===== config.mk =====
export PLATFORM = sky130hd
export DESIGN_NAME = snes_pad_emulator
export DESIGN_NICKNAME = d
export VERILOG_FILES = /design/src/rtl/snes_pad_emulator.sv
export SDC_FILE = /design/constraint.sdc
export NUM_CORES = 1
export LEC_CHECK = 0
export ABC_CLOCK_PERIOD_IN_PS = 2800
export BUFFER_PORTS_ARGS = -buffer_cell sky130_fd_sc_hd__clkbuf_2
export CORE_MARGIN = 2
export CORE_UTILIZATION = 45
export CTS_BUF_LIST = sky130_fd_sc_hd__clkbuf_16
export DETAILED_ROUTE_END_ITERATION = 6
export PLACE_DENSITY = 0.65
export REMOVE_ABC_BUFFERS = 1
export SLEW_MARGIN = 20
export SYNTH_ARGS = -nofsm -noshare
export SYNTH_HDL_FRONTEND = slang
export SYNTH_SLANG_ARGS = --single-unit

===== constraint.sdc =====
create_clock -name clk_50 -period 2.8 [get_ports clk_50]
set_input_delay 0 -clock clk_50 [delete_from_list [all_inputs] [get_ports clk_50]]
set_output_delay 0 -clock clk_50 [all_outputs]
set_load 0.1 [all_outputs]

===== src/rtl/snes_pad_emulator.sv =====
// Device-side SNES gamepad: answers a host latch/clock read with a serial button frame.
// Optional `SNES_PAD_FILTER_EN adds a 3-sample majority filter after each synchronizer.
`timescale 1ns/1ps
module snes_pad_emulator #(
    parameter int NUM_BUTTONS     = 12,
    parameter int FRAME_BITS      = 16,
    parameter int SYNC_STAGES     = 2,
    parameter int ACTIVE_LOW_DATA = 1
) (
    input  logic                   clk_50,
    input  logic                   reset_n,
    input  logic [NUM_BUTTONS-1:0] buttons,
    input  logic                   latch_snes,
    input  logic                   clk_snes,
    output logic                   data_snes,
    output logic                   busy,
    output logic                   read_done
);

    localparam int   IDX_W        = (FRAME_BITS > 1) ? $clog2(FRAME_BITS) : 1;
    localparam logic RELEASED_LVL = (ACTIVE_LOW_DATA != 0) ? 1'b1 : 1'b0;
    localparam logic [IDX_W-1:0] LAST_IDX = IDX_W'(FRAME_BITS - 1);
    localparam logic [IDX_W-1:0] PRE_LAST = IDX_W'(FRAME_BITS - 2);

    typedef enum logic [1:0] {
        ST_IDLE,
        ST_LOAD,
        ST_SHIFT,
        ST_DONE
    } state_t;

    logic [SYNC_STAGES-1:0] latch_sync_q;
    logic [SYNC_STAGES-1:0] clk_sync_q;
    logic                   latch_s;
    logic                   clk_s;
    logic                   latch_prev_q;
    logic                   clk_prev_q;
    logic                   latch_rise;
    logic                   latch_fall;
    logic                   clk_rise;

    state_t                 state_q;
    logic [FRAME_BITS-1:0]  shift_q;
    logic [FRAME_BITS-1:0]  frame_d;
    logic [IDX_W-1:0]       bit_idx_q;
    logic                   busy_q;
    logic                   read_done_q;
    logic                   data_q;

    function automatic logic wire_level(input logic b);
        return (ACTIVE_LOW_DATA != 0) ? ~b : b;
    endfunction

    always_ff @(posedge clk_50 or negedge reset_n) begin
        if (!reset_n) begin
            latch_sync_q <= '0;
            clk_sync_q   <= '1;
        end else begin
            latch_sync_q <= {latch_sync_q[SYNC_STAGES-2:0], latch_snes};
            clk_sync_q   <= {clk_sync_q[SYNC_STAGES-2:0], clk_snes};
        end
    end

`ifdef SNES_PAD_FILTER_EN
    logic [1:0] latch_hist_q;
    logic [1:0] clk_hist_q;
    logic       latch_filt_q;
    logic       clk_filt_q;

    function automatic logic maj3(input logic a, input logic b, input logic c);
        return (a & b) | (a & c) | (b & c);
    endfunction

    // Window is the live synchronizer output plus its two previous samples.
    always_ff @(posedge clk_50 or negedge reset_n) begin
        if (!reset_n) begin
            latch_hist_q <= '0;
            latch_filt_q <= 1'b0;
            clk_hist_q   <= '1;
            clk_filt_q   <= 1'b1;
        end else begin
            latch_hist_q <= {latch_hist_q[0], latch_sync_q[SYNC_STAGES-1]};
            latch_filt_q <= maj3(latch_sync_q[SYNC_STAGES-1], latch_hist_q[0], latch_hist_q[1]);
            clk_hist_q   <= {clk_hist_q[0], clk_sync_q[SYNC_STAGES-1]};
            clk_filt_q   <= maj3(clk_sync_q[SYNC_STAGES-1], clk_hist_q[0], clk_hist_q[1]);
        end
    end

    assign latch_s = latch_filt_q;
    assign clk_s   = clk_filt_q;
`else
    assign latch_s = latch_sync_q[SYNC_STAGES-1];
    assign clk_s   = clk_sync_q[SYNC_STAGES-1];
`endif

    always_ff @(posedge clk_50 or negedge reset_n) begin
        if (!reset_n) begin
            latch_prev_q <= 1'b0;
            clk_prev_q   <= 1'b1;
        end else begin
            latch_prev_q <= latch_s;
            clk_prev_q   <= clk_s;
        end
    end

    assign latch_rise = latch_s & ~latch_prev_q;
    assign latch_fall = ~latch_s & latch_prev_q;
    assign clk_rise   = clk_s & ~clk_prev_q;

    always_comb begin
        frame_d                  = '0;
        frame_d[NUM_BUTTONS-1:0] = buttons;
    end

    always_ff @(posedge clk_50 or negedge reset_n) begin
        if (!reset_n) begin
            state_q     <= ST_IDLE;
            shift_q     <= '0;
            bit_idx_q   <= '0;
            busy_q      <= 1'b0;
            read_done_q <= 1'b0;
            data_q      <= RELEASED_LVL;
        end else begin
            read_done_q <= 1'b0;
            case (state_q)
                ST_IDLE: begin
                    data_q <= RELEASED_LVL;
                    if (latch_s) begin
                        state_q   <= ST_LOAD;
                        shift_q   <= frame_d;
                        bit_idx_q <= '0;
                    end
                end
                ST_LOAD: begin
                    shift_q   <= frame_d;
                    bit_idx_q <= '0;
                    data_q    <= wire_level(shift_q[0]);
                    if (latch_fall) begin
                        state_q <= ST_SHIFT;
                        busy_q  <= 1'b1;
                    end
                end
                ST_SHIFT: begin
                    data_q <= wire_level(shift_q[0]);
                    // A new latch outranks a simultaneous clock edge.
                    if (latch_rise) begin
                        state_q   <= ST_LOAD;
                        shift_q   <= frame_d;
                        bit_idx_q <= '0;
                        busy_q    <= 1'b0;
                    end else if (clk_rise) begin
                        if (bit_idx_q == LAST_IDX) begin
                            state_q <= ST_DONE;
                            busy_q  <= 1'b0;
                        end else begin
                            shift_q   <= {1'b0, shift_q[FRAME_BITS-1:1]};
                            bit_idx_q <= bit_idx_q + IDX_W'(1);
                            if (bit_idx_q == PRE_LAST) begin
                                read_done_q <= 1'b1;
                            end
                        end
                    end
                end
                ST_DONE: begin
                    data_q <= RELEASED_LVL;
                    if (latch_s) begin
                        state_q   <= ST_LOAD;
                        shift_q   <= frame_d;
                        bit_idx_q <= '0;
                    end
                end
                default: begin
                    state_q <= ST_IDLE;
                    busy_q  <= 1'b0;
                    data_q  <= RELEASED_LVL;
                end
            endcase
        end
    end

    assign data_snes = data_q;
    assign busy      = busy_q;
    assign read_done = read_done_q;

endmodule


==> results.md, run 1 <==
* Hold Violations, Final at 0
* Gate power share at 41.8%
* Congestion Overflow GR at 0
* CTS sink cnt at 27
* Sequential share of the synthesized area at 52.16%
* Outcome: completed
* Crit path max fanout at 9
* Most common cell in the netlist: dfrtp_1
* Setup Viol. Count Final at 0
* Worst skew pair latency at 0.26 ns
* Count of TritonRoute iterations in the first routing pass at 4
* Ys flop type: dfrtp_1
* Setup TNS at 0 ns
* Vias per inst at 5.450
* Largest net degree at the start of global routing at 28
* Max clock buf depth at 2
* Root Driver: clkbuf_16
* DR WL/cell at 13.78 um
* Synthesized cell area at 1305 sq um
* Gr usage total at 14.08%
* Starting Density at 47.32%
* Cell row count at 19
* RSZ-0062 raised after global routing: false
* Top post-synthesis cells by area: dfrtp_1 (44%), mux2_2 (13%), mux2_4 (9.2%)
* Maxcap violations at 0
* Top Ports at 19
* CTS tree: built
* Data arrival, critical path at 1.96 ns
* Vias in the first global route at 785
* Post-synthesis compound-gate area fraction at 8.341%
* Yosys top cell area share at 44.10%
* XOR/XNOR Fraction of Synth Area at 0%
* WL final at 2.081 mm
* Req. time, crit path at 2.94 ns
* Period utilization at 64.80%
* Synth warn at 0
* Layout cells sized above 1 at 44.17%
* Sequential Power Share at 37.8%
* Commonest cells in the netlist: dfrtp_1 (23), mux2_2 (15), mux2_4 (8)
* Final Wtd Congestion at 0.7927
* Clk_skew at 0.002140 ns
* CTS Buf Count at 3
* Synth Area per Inst at 13.45 sq um
* Max VDD drop at 0.7960 mV
* Worst Hold Class: in -> reg
* Clk pwr share at 20.4%
* Post-synth ARST share at 100.0%
* Switching Share at 34.02%
* WS Path Type: reg -> reg
* ANT nets after route at 0
* Via count at 823
* Power, Total at 1553 uW
* Main combinational cell family by area after synthesis: multiplexers
* Fmax at 551.1 MHz
* Synth cell types at 31
* Adder-Cell Fraction of Synth Area at 3.835%
* Pins Over Slew Limit at 0
* Synthesized flop and latch total at 27
* Number of DRC markers in iteration 0 at 22
* Pwr per Cell Area at 1016 nW/um^2
* Port bufs at 18
* Simple-Gate Fraction of Synth Area at 9.300%
* Slew Limit Headroom at 57.33%
* Ant diodes at 0
* Die X at 57.85 um
* Worst Tran Pin Value at 0.6401 ns
* Startpoint types: flip-flop
* Synth area leader: dfrtp_1
* Internal Power at 1025 uW
* Area of all placed cells without fillers at 1528 sq um
* Fin nets at 141
* Sw Pwr at 528.3 uW
* Final hold slack at 0.004001 ns
* Post-synth EDFFs at 0
* Placed cell areas at 1418 sq um
* Post-route minimum period at 1.814 ns
* Initial antenna violation count at 0
* Area Overhead vs Synth at 17.07%
* Worst-path clk slew at 0.06 ns
* Pleak at 0.0007162 uW
* Core Region at 2758 sq um
* CTS resizes at 0
* Wire length of the first global-routing pass at 3.574 mm
* H-tree Lvls at 1
* Multiplexer share of the synthesized area at 23.68%
* DRC violation count after routing at 0
* Chip Height at 57.85 um
* Die area at 3347 sq um
* Hpwl dp at 1.490 mm
* Syn Inst Count at 97
* Critical Path End Type: flip-flop
==> per-stage QoR <==
step	setup WS [ns]	std cells	util, %
after floorplan	1.164	95	-
after global placement	1.037	144	51.41
after CTS	0.9742	151	55.40
after global routing	0.8506	151	55.40
after detailed placement	0.9925	144	51.41
final	0.9855	151	55.40
==> layout by cell type (no fill, tap or decap), types with 2 or more instances in the layout <==
cell,n
nand3_1,5
nand2_1,3
dlygate4sd3_1,3
dfstp_2,4
ha_1,4
clkbuf_2,18
inv_1,5
mux2_4,8
mux2_2,15
a31oi_1,4
mux2i_1,2
dfrtp_1,23
nand2b_1,3
clkbuf_16,3
o21ai_0,2
==> worst paths after layout <==
check	to	from	slack [ns]	depth (start not counted)
hold reg to reg	latch_sync_q[1]	latch_sync_q[0]	0.35	0
setup / recovery	shift_q[8]	state_q[0]	0.99	5
setup reg to reg	shift_q[8]	state_q[0]	0.99	5
hold / removal	shift_q[11]	buttons[11]	0.004	2
min in group asynchronous	read_done	reset_n	0.29	2
max in group asynchronous	bit_idx_q[3]	reset_n	2.09	2
==> layer usage <==
layer	GRT usage (%)	vias up	wire, um
li1	-	397	-
met4	5.980	0	33
met2	22.40	18	1002
met5	0	-	0
met3	3.571	4	85
met1	18.29	404	960
==> state kept, by name (all words and copies together), names as in the netlist <==
name	flops
read_done	1
busy	1
state_q	2
shift_q	12
clk_prev_q	1
data_snes	1
clk_sync_q	2
bit_idx_q	4
latch_prev_q	1
latch_sync_q	2
==> power by group through the flow <==
stage / Clock (uW) / Combinational (uW) / Sequential [uW]
2_1_floorplan: 0 / 450 / 674
3_3_place_gp: 0 / 634 / 588
3_5_place_dp: 0 / 648 / 594
4_1_cts: 325 / 656 / 588
5_1_grt: 342 / 704 / 601
6_report: 316 / 650 / 587
==> worst max-delay path, cell delays in order, from the launching register on <==
cell and delay, ns:
dfrtp_1 0.38, inv_1 0.08, ha_1 0.26, nand2_1 0.24
o21ai_4 0.36, mux2_2 0.38
==> final cells by class <==
class                           instances  area, sq um
Tap cell                               31        38.79
Sequential cell                        27        680.7
Multi-Input combinational cell         63        589.3
Clock buffer                            3        75.07
Clock inverter                          1        5.005
Fill cell                             230         1230
Timing Repair Buffer                   21        120.1
Inverter                                5        18.77
==> cells by family after synthesis <==
| logic type | Yosys count |
|---|---|
| flip-flops | 27 |
| multiplexers | 25 |
| AND/OR/NAND/NOR | 20 |
| AO/OA/AOI/OAI | 14 |
| buffers and inverters | 7 |
| adder cells (fa/ha/maj) | 4 |
==> what timing repair did <==
action                    4_1_cts  5_1_grt
hold endpoints to repair       25        0
setup buffers                   0        0
hold buffers                    3        0
Note: power is estimated with default switching activity, not from simulation.
==> inputs of run 2 (changes only) <==
Settings changed: ABC_AREA set to 1, ABC_CLOCK_PERIOD_IN_PS 2800 to 1600, PLACE_DENSITY 0.65 to 0.68.
Clock period 2.8 ns to 1.6 ns, I/O delays scaled along.
==> run 2 against run 1 <==
Synthesized cell count up 70%. Clock power rose by 81%. Utilization is 1.9 points higher. Combinational power is 110% higher. Sequential cell count unchanged. Area after synthesis rose by 1.9%. Total power increased by 93%. Cell count is 46% higher. Count of clock-buffer cells in the layout stayed put. Critical path depth rose by 1. Design area is 4.3% higher. Die area grew 1.8%. Critical endpoint is now state_q[0].
==> results.md, run 2 <==
* Outcome: completed
* Startpoint types: flip-flop
* Maxcap violations at 0
* Chip Height at 58.37 um
* Starting Density at 47.82%
* Multiplexer share of the synthesized area at 0%
* Die X at 58.37 um
* CTS sink cnt at 27
* Ant diodes at 0
* Core Region at 2781 sq um
* H-tree Lvls at 1
* Largest register FFs at 12
* Post-synthesis compound-gate area fraction at 2.634%
* Setup TNS at 0 ns
* Area of all placed cells without fillers at 1594 sq um
* Synth cell types at 20
* Power, Total at 3001 uW
* Worst-path clk slew at 0.07 ns
* Hpwl dp at 1.736 mm
* Sequential Power Share at 35.2%
* HP Start: buttons[6]
* Reg2Reg Depth at 6
* Most common cell in the netlist: nand2_1
* Main combinational cell family by area after synthesis: simple AND/OR/NAND/NOR gates
* Sequential share of the synthesized area at 51.18%
* Internal reg-to-reg setup slack at 0.13 ns
* Max VDD drop at 1.228 mV
* Wire length of the first global-routing pass at 4.174 mm
* Fillcell total at 241
* Congestion Overflow GR at 0
* ANT nets after route at 0
* Root Driver: clkbuf_16
* Largest registers: shift_q x12, bit_idx_q x4
* Largest register by flop count: shift_q
* Initial antenna violation count at 0
* Reg2reg start: bit_idx_q[1]
* Commonest non-fill, non-tap cell in the layout: nand2_1
* Sequential Area at 680.7 sq um
* Commonest cells in the netlist: nand2_1 (88), dfrtp_1 (23), inv_1 (12)
* Hold depth at 5
* Pins Over Slew Limit at 0
* Post-route minimum period at 1.465 ns
* Synth warn at 0
* CTS tree: built
* XOR/XNOR Fraction of Synth Area at 0.6585%
* WL final at 2.538 mm
* Crit path max fanout at 4
* Cell row count at 19
* Fmax at 682.4 MHz
* Adder-Cell Fraction of Synth Area at 3.763%
* Period utilization at 91.59%
* Footprint of the multi-input gates at 580.6 sq um
* Req. time, crit path at 1.74 ns
* Pleak at 0.0009034 uW
* Gate power share at 45.8%
* DRC violation count after routing at 0
* Sw Pwr at 1258 uW
* Placed cell areas at 1439 sq um
* Die area at 3406 sq um
* Data arrival, critical path at 1.61 ns
* Hold Violations, Final at 0
* Synth area leader: dfrtp_1
* Final std cells w/o fill at 221
* Top Ports at 19
* Simple-Gate Fraction of Synth Area at 35.47%
* Reg-to-Reg End: state_q[0]
* Area Overhead vs Synth at 19.85%
* Post-placement cell count at 212
* Syn Inst Count at 165
* Yosys top cell area share at 43.27%
* Internal Power at 1743 uW
* Synthesized cell area at 1330 sq um
* Fin nets at 211
* Via count at 1071
* Port bufs at 18
* Synth Area per Inst at 8.061 sq um
* Gr usage total at 16.31%
* Clk pwr share at 19.0%
* Max clock buf depth at 2
* Worst Tran Pin Value at 0.6524 ns
* Commonest cells after routing, fill and taps aside: nand2_1 (87), dfrtp_1 (23), clkbuf_2 (18), inv_1 (12)
* Post-synth ARST share at 100.0%
* Top post-synthesis cells by area: dfrtp_1 (43%), nand2_1 (25%), dfstp_2 (7.9%)
* Vias per inst at 4.846
* Pwr per Cell Area at 1883 nW/um^2
* Critical Path End Type: flip-flop
* Worst skew pair latency at 0.26 ns
* Switching Share at 41.92%
* Slew Limit Headroom at 56.51%
* Layout cells sized above 1 at 21.58%
* Final Wtd Congestion at 0.8333
* Count of TritonRoute iterations in the first routing pass at 6
* Setup Viol. Count Final at 0
* Number of DRC markers in iteration 0 at 28
* Vias in the first global route at 926
* Ys flop type: dfrtp_1
* WHS Endpoint: shift_q[6]
* Synthesized flop and latch total at 27
* DR WL/cell at 11.48 um
* Largest net degree at the start of global routing at 28
* WS Path Type: reg -> reg
* CTS Buf Count at 3
* RSZ-0062 raised after global routing: false
* Clk_skew at 0.003567 ns
* Worst Hold Class: in -> reg
* Post-synth EDFFs at 0
run 2: changes by cell type after synthesis, sizes merged, moves of 4 or more:
cell / before / now
nor2: 0 / 6
inv: 5 / 13
mux2: 23 / 0
o21ai: 3 / 7
a31oi: 4 / 0
nand3: 5 / 9
nand2b: 4 / 0
nand2: 3 / 93
run 2: metrics by stage:
stage / hold slack [ns] / setup WS (ns) / utilization, %
finish: 0.03408 / 0.1346 / 57.31
global route: 0.05584 / 0.03119 / 57.31
CTS: 0.03669 / 0.01617 / 56.77
detailed placement: 0.06657 / 0.0004040 / 51.73
global placement: 0.05774 / 0.1269 / 51.73
floorplan: -0.2956 / 0.2323 / -
run 2: how the worst max path moves through the flow:
stage / start / endpoint / cells after the start
CTS: state_q[0] / shift_q[5] / 8
global placement: state_q[0] / shift_q[11] / 6
finish: bit_idx_q[1] / state_q[0] / 6
detailed placement: state_q[0] / shift_q[11] / 6
floorplan: state_q[0] / shift_q[11] / 6
global route: state_q[0] / shift_q[5] / 8
run 2: cell families after synthesis:
family	Yosys count
flip-flops	27
buffers and inverters	17
XOR/XNOR	1
AO/OA/AOI/OAI	7
adder cells (fa/ha/maj)	4
AND/OR/NAND/NOR	109
run 2: power by group through the flow:
stage | clock (uW) | combinational [uW] | sequential, uW
finish | 571 | 1370 | 1060
detailed placement | 0 | 1220 | 1060
floorplan | 0 | 785 | 1190
global placement | 0 | 1170 | 1050
CTS | 587 | 1330 | 1050
global route | 607 | 1520 | 1080
run 2: final cells by class:
class | count | share of cell area, %
clock buffer | 3 | 4.710
clock inverter | 1 | 0.3140
inverter | 13 | 3.061
multi-input combinational | 121 | 36.42
sequential | 27 | 42.70
tap | 31 | 2.433
timing repair buffer | 25 | 10.36
run 2: routing by layer:
metal	up-vias	share of wire, %	wire [um]	global-route usage [%]
li1	549	-	-	-
met1	494	48	1207	21.92
met2	21	47	1186	24.72
met3	7	3.7	93	4.176
met4	0	2.0	51	7.641
met5	-	0	0	0
run 2: worst max-delay path, cell delays in order (launching register included):
cell	delay (ns)
dfrtp_1	0.40
ha_1	0.20
nand3_1	0.16
nand3_1	0.18
nand2_1	0.10
o21ai_0	0.22
nand2_1	0.09
run 2: what timing repair did:
action | in CTS | in global routing
setup endpoints to repair | 4 | 17
hold buffers | 4 | 0
hold endpoints to repair | 26 | 0
pin swaps | 1 | 0
setup buffers | 1 | 0
resized for setup | 0 | 3
